### config.mk
export PLATFORM = sky130hd
export DESIGN_NAME = vic_irq
export DESIGN_NICKNAME = d
export VERILOG_FILES = /design/src/rtl/vic_pkg.sv /design/src/rtl/vic_irq_src.sv /design/src/rtl/vic_irq.sv
export SDC_FILE = /design/constraint.sdc
export NUM_CORES = 1
export LEC_CHECK = 0
export ABC_AREA = 1
export CORE_UTILIZATION = 38
export CTS_BUF_LIST = sky130_fd_sc_hd__clkbuf_8
export DETAILED_ROUTE_END_ITERATION = 8
export GPL_TIMING_DRIVEN = 0
export HOLD_SLACK_MARGIN = 0.1
export PLACE_DENSITY = 0.82
export SYNTH_ARGS = -nofsm -noshare
export SYNTH_HDL_FRONTEND = slang
export SYNTH_SLANG_ARGS = --single-unit
### constraint.sdc
create_clock -name i_clk -period 5.4 [get_ports i_clk]
set_input_delay 0.81 -clock i_clk [delete_from_list [all_inputs] [get_ports i_clk]]
set_output_delay 0.81 -clock i_clk [all_outputs]
set_load 0.1 [all_outputs]
### src/rtl/vic_pkg.sv
// Shared constants for the vectored interrupt controller.
package vic_pkg;

    localparam int unsigned N_SRC  = 31;
    localparam int unsigned ADDR_W = 5;

    // Vector address reported when nothing is pending.
    localparam logic [ADDR_W-1:0] NO_IRQ = 5'h1F;

    // Bit positions inside one per-source configuration nibble.
    localparam int unsigned CFG_LEVEL = 0;
    localparam int unsigned CFG_RISE  = 1;
    localparam int unsigned CFG_FALL  = 2;
    localparam int unsigned CFG_EN    = 3;

endpackage

### src/rtl/vic_irq_src.sv
// One interrupt source: input history register, edge/level detection and
// the pending flop with set/clear.
module vic_irq_src
    import vic_pkg::*;
(
    input  logic       clk,
    input  logic       rst,
    input  logic       ext,
    input  logic [3:0] cfg,
    input  logic       clr,
    output logic       pending
);

    logic ext_q;
    logic rise;
    logic fall;
    logic trig;

    // Edge detection against the previous sample; level mode overrides edges.
    always_comb begin
        rise = ext & ~ext_q;
        fall = ~ext & ext_q;
        if (cfg[CFG_LEVEL]) begin
            trig = ext;
        end else begin
            trig = (rise & cfg[CFG_RISE]) | (fall & cfg[CFG_FALL]);
        end
    end

    // Previous input sample; cleared by reset so the first sample compares to 0.
    always_ff @(posedge clk or posedge rst) begin
        if (rst) begin
            ext_q <= 1'b0;
        end else begin
            ext_q <= ext;
        end
    end

    // Pending flop: edge requests latch until acknowledged, a trigger in the
    // acknowledge cycle wins; level requests follow the input.
    always_ff @(posedge clk or posedge rst) begin
        if (rst) begin
            pending <= 1'b0;
        end else if (!cfg[CFG_EN]) begin
            pending <= 1'b0;
        end else if (cfg[CFG_LEVEL]) begin
            pending <= ext & ~clr;
        end else if (trig) begin
            pending <= 1'b1;
        end else if (clr) begin
            pending <= 1'b0;
        end
    end

endmodule

### src/rtl/vic_irq.sv
// Vectored interrupt controller front end: per-source detection, fixed
// priority selection (source 0 highest), acknowledge handling and
// registered IRQ / vector outputs.
module vic_irq #(
    parameter int unsigned N_SRC  = vic_pkg::N_SRC,
    parameter int unsigned ADDR_W = vic_pkg::ADDR_W
) (
    input  logic                 i_clk,
    input  logic                 i_rst,
    input  logic                 i_IRQ,
    output logic                 o_IRQ,
    input  logic [4*N_SRC-1:0]   i_reg,
    input  logic [N_SRC-1:0]     i_ext,
    input  logic                 i_en,
    output logic [ADDR_W-1:0]    o_irq_addr
);

    import vic_pkg::*;

    localparam logic [ADDR_W-1:0] NONE = '1;

    logic [N_SRC-1:0]  pending;
    logic [N_SRC-1:0]  clr;
    logic [ADDR_W-1:0] sel;
    logic              ack_q;
    logic              ack_rise;
    logic              in_service;

    for (genvar n = 0; n < N_SRC; n++) begin : g_src
        vic_irq_src u_src (
            .clk     (i_clk),
            .rst     (i_rst),
            .ext     (i_ext[n]),
            .cfg     (i_reg[4*n +: 4]),
            .clr     (clr[n]),
            .pending (pending[n])
        );
    end

    // Lowest-index pending source wins; NONE when nothing is pending.
    always_comb begin
        logic found;
        sel   = NONE;
        found = 1'b0;
        for (int unsigned i = 0; i < N_SRC; i++) begin
            if (pending[i] && !found) begin
                sel   = ADDR_W'(i);
                found = 1'b1;
            end
        end
    end

    // Acknowledge rising edge clears the source currently presented to the CPU.
    always_comb begin
        ack_rise = i_IRQ & ~ack_q;
        clr      = '0;
        for (int unsigned i = 0; i < N_SRC; i++) begin
            clr[i] = ack_rise && (o_irq_addr == ADDR_W'(i));
        end
    end

    // Acknowledge tracking, in-service flag and registered outputs; the
    // vector is held while in service so the CPU reads a stable address.
    always_ff @(posedge i_clk or posedge i_rst) begin
        if (i_rst) begin
            ack_q      <= 1'b0;
            in_service <= 1'b0;
            o_IRQ      <= 1'b0;
            o_irq_addr <= NONE;
        end else begin
            ack_q <= i_IRQ;
            if (ack_rise) begin
                in_service <= 1'b1;
            end else if (!i_IRQ) begin
                in_service <= 1'b0;
            end
            o_IRQ <= i_en & ~in_service & (|pending);
            if (!in_service) begin
                o_irq_addr <= sel;
            end
        end
    end

endmodule

==> impl_table.tex <==
\begin{tabular}{lr}
\hline
Metric & Value \\
\hline
\multicolumn{2}{l}{\textbf{Setup path}} \\
Max Fanout on Critical Path & 4 \\
Critical Path, Cell by Cell & clkdlybuf4s50\_1 \\
Buffers plus inverters on the worst setup path & 1 \\
Kind of critical path & reg -> out \\
Kind of end point of the critical path & output port \\
Worst path max stage delay & 1.19 ns \\
Crit-path leading delay family & buffers and inverters \\
Startpoint type of the worst setup path & register \\
Arrival @ worst endpoint & 2.09 ns \\
Crit-path slowest cell & sky130\_fd\_sc\_hd\_\_clkdlybuf4s50\_1 \\
CP Data Required Time & 4.59 ns \\
\multicolumn{2}{l}{\textbf{Pwr}} \\
Worst vdd rail ir drop & 142 µV \\
Leak & 2.56 nW \\
Overall power after layout & 0.00140 W \\
Power density normalized to cell area & 238 nW/µm² \\
\multicolumn{2}{l}{\textbf{Die}} \\
Top-level I/O count & 165 \\
Site Rows & 36 \\
Die extent in y & 103 µm \\
Area enclosed by the die boundary & 10,600 µm² \\
Initial core utilization & 39.5\% \\
Die X-Extent & 103 µm \\
Floorplan core area & 9820 µm² \\
\multicolumn{2}{l}{\textbf{Clock tree}} \\
Total clock sinks & 70 \\
Clock slew at the register clock pins of the worst setup and hold paths & 0.07 ns \\
Cell chosen for the clock root & sky130\_fd\_sc\_hd\_\_clkbuf\_8 \\
Number of buffers added by the clock tree synthesis step & 9 \\
Gates resized, CTS repair & 0 \\
Skew-Pair Late Insertion Delay & 0.34 ns \\
Post-CTS Repair Setup Buffers & 0 \\
Clock tree from TritonCTS & yes \\
Htree depth & 3 \\
Cts hold-fix bufs & 0 \\
CTS Buffer Depth & 2 \\
\multicolumn{2}{l}{\textbf{Timing}} \\
Final Hold Violating Endpoints & 0 \\
Minimum clock period & 2.90 ns \\
Final setup violating endpoints & 0 \\
Timing-limited maximum frequency & 344 MHz \\
Worst-Margin Slew & 1.04 ns \\
Total Negative Setup Slacks & 0 ns \\
Slew margin rel. & 30.3\% \\
Final-report max-slew violation count & 0 \\
Period utilisation layout & 53.8\% \\
Worst-case clock skew & 0.00949 ns \\
RSZ-0062 raised after global routing & no \\
\multicolumn{2}{l}{\textbf{Global routing}} \\
Antenna violations before repair & 0 \\
Total GRT Usage & 22.7\% \\
Final global-route overflow total & 0 \\
Pin count of the biggest net entering global routing & 71 \\
Global-route wire length before repair & 18,300 µm \\
Via count of the first global-routing pass & 4,063 \\
\multicolumn{2}{l}{\textbf{Yosys}} \\
Flip-flop cell with the highest count after synthesis & sky130\_fd\_sc\_hd\_\_dfrtp\_1 \\
Proportion of netlist area held by the largest area contributor & 41.9\% \\
Number of nets produced by synthesis & 630 \\
Combined area of all synthesized cells & 3880 µm² \\
Cell variety after synth & 34 \\
Yosys warnings & 0 \\
Mean instance size in the synthesized netlist & 8.24 µm² \\
Cells after synthesis & 471 \\
Number of enable-type register cells in the synthesized netlist & 0 \\
Flip-flop and latch count after synthesis & 70 \\
Most used standard cell by instance count after synthesis & sky130\_fd\_sc\_hd\_\_nand2\_1 \\
Async set or reset register ratio after synthesis & 100\% \\
Top cells by instance count after synthesis & sky130\_fd\_sc\_hd\_\_nand2\_1 (79), sky130\_fd\_sc\_hd\_\_inv\_1 (71), sky130\_fd\_sc\_hd\_\_dfrtp\_1 (65), sky130\_fd\_sc\_hd\_\_a21oi\_1 (64), sky130\_fd\_sc\_hd\_\_o21a\_1 (51) \\
Area contributors post-synth & sky130\_fd\_sc\_hd\_\_dfrtp\_1 (42\%), sky130\_fd\_sc\_hd\_\_o21a\_1 (9.9\%), sky130\_fd\_sc\_hd\_\_a21oi\_1 (8.3\%) \\
Sequential share of the synthesized area & 45.3\% \\
Post-synthesis cell type with the largest combined area & sky130\_fd\_sc\_hd\_\_dfrtp\_1 \\
\multicolumn{2}{l}{\textbf{Min path}} \\
Min-Delay Path Class & reg -> reg \\
\multicolumn{2}{l}{\textbf{Final layout}} \\
Number of nets in the final layout & 805 \\
Layout cell share with drive strength beyond 1 & 5.22\% \\
Core Util, Final & 59.9\% \\
Filler Cells Inserted & 919 \\
Multi-input combinational cell area & 1840 µm² \\
ANT cells & 0 \\
Finished Layout Cells & 784 \\
Combined flip-flop and latch cell area & 1760 µm² \\
Synth-to-Final Area Change & 51.4\% \\
\multicolumn{2}{l}{\textbf{Placed design}} \\
Port Buffer Count & 164 \\
Cell count after placement & 768 \\
Estimated wirelength of the detail-placed design & 9440 µm \\
GPL Wtd Cong & 0.893 \\
\multicolumn{2}{l}{\textbf{Run}} \\
Max-cap violation count & 0 \\
\multicolumn{2}{l}{\textbf{Drt}} \\
Initial DRT Pass Iterations & 4 \\
Residual antenna-violating net count after detailed routing & 0 \\
DRC violation count after routing & 0 \\
Routed wire per std cell & 15.1 µm \\
WL final & 11,800 µm \\
Via count normalized by instance count & 5.07 \\
Number of DRC markers after the initial detailed-route iteration & 181 \\
Vias & 3,973 \\
\multicolumn{2}{l}{\textbf{Outcome}} \\
Result of the run & finished clean \\
\hline
\end{tabular}
[final timing paths]
check                                          endpoint  slack (ns)  cells after the start          start
max in group asynchronous       g_src[23].u_src.pending        3.78                      2          i_rst
worst min register to register               in_service        0.46                      1          ack_q
worst max-delay path                      o_irq_addr[2]        2.50                      1  o_irq_addr[2]
worst min-delay path                         in_service        0.46                      1          ack_q
min in group asynchronous        g_src[7].u_src.pending        1.00                      2          i_rst
worst max register to register   g_src[2].u_src.pending        3.22                      7          ack_q
[layout make-up]
type	instances	share of cell area [%]
clock buffers	10	2.34
repair buffers	164	27.9
well taps	133	2.83
multi-input cells	325	31.3
inverters	74	4.77
clock inverters	6	0.830
plain buffers	2	0.128
flip-flops and latches	70	29.9
[layout by cell type (no fill, tap or decap), drive strengths merged, types with 2 or more instances in the layout]
| cell type | n |
|---|---|
| clkdlybuf4s50 | 164 |
| nand2 | 82 |
| inv | 79 |
| dfrtp | 65 |
| a21oi | 64 |
| o21a | 51 |
| nor2 | 43 |
| a211oi | 28 |
| nand3 | 13 |
| o21ai | 12 |
| clkbuf | 12 |
| nand4 | 10 |
| dfstp | 5 |
| mux2i | 4 |
| nor4 | 3 |
| a21boi | 3 |
| o41ai | 2 |
| nor3 | 2 |
[cells by family (layout without fill, tap and decap cells)]
family	count (synthesis)	count (layout)	synth area share, %
buffers and inverters	76	256	7.35
muxes	4	4	1.03
AOI/OAI and AO/OA	166	166	27.5
and+or+nand+nor	155	155	18.9
DFF	70	70	45.3
[layer usage]
metal / track usage [%] / wire [µm]
met3: 4.68 / 806
met1: 26.4 / 4930
met2: 41.4 / 5980
met4: 7.91 / 120
met5: 0 / 0
[sequential cells by signal, indices dropped and copies added, names as in the netlist]
name                 cells
g_src.u_src.ext_q       31
g_src.u_src.pending     31
o_irq_addr               5
ack_q                    1
in_service               1
o_IRQ                    1
[metrics by stage]
step	worst slack (ns)	hold WS, ns	area (µm²)
2_1_floorplan	2.83	0.420	3880
3_3_place_gp	1.57	0.425	5690
3_5_place_dp	2.28	0.457	5690
4_1_cts	2.48	0.467	5880
5_1_grt	2.44	0.472	5880
6_report	2.50	0.459	5880
[report_power, final]
part	total [W]	internal [W]	switching, W
Combinational	0.000389	0.000183	0.000206
Sequential	0.000598	0.000566	0.0000314
Clock	0.000412	0.000218	0.000194
Total	0.00140	0.000968	0.000431
(Power assumes the default switching activity.)
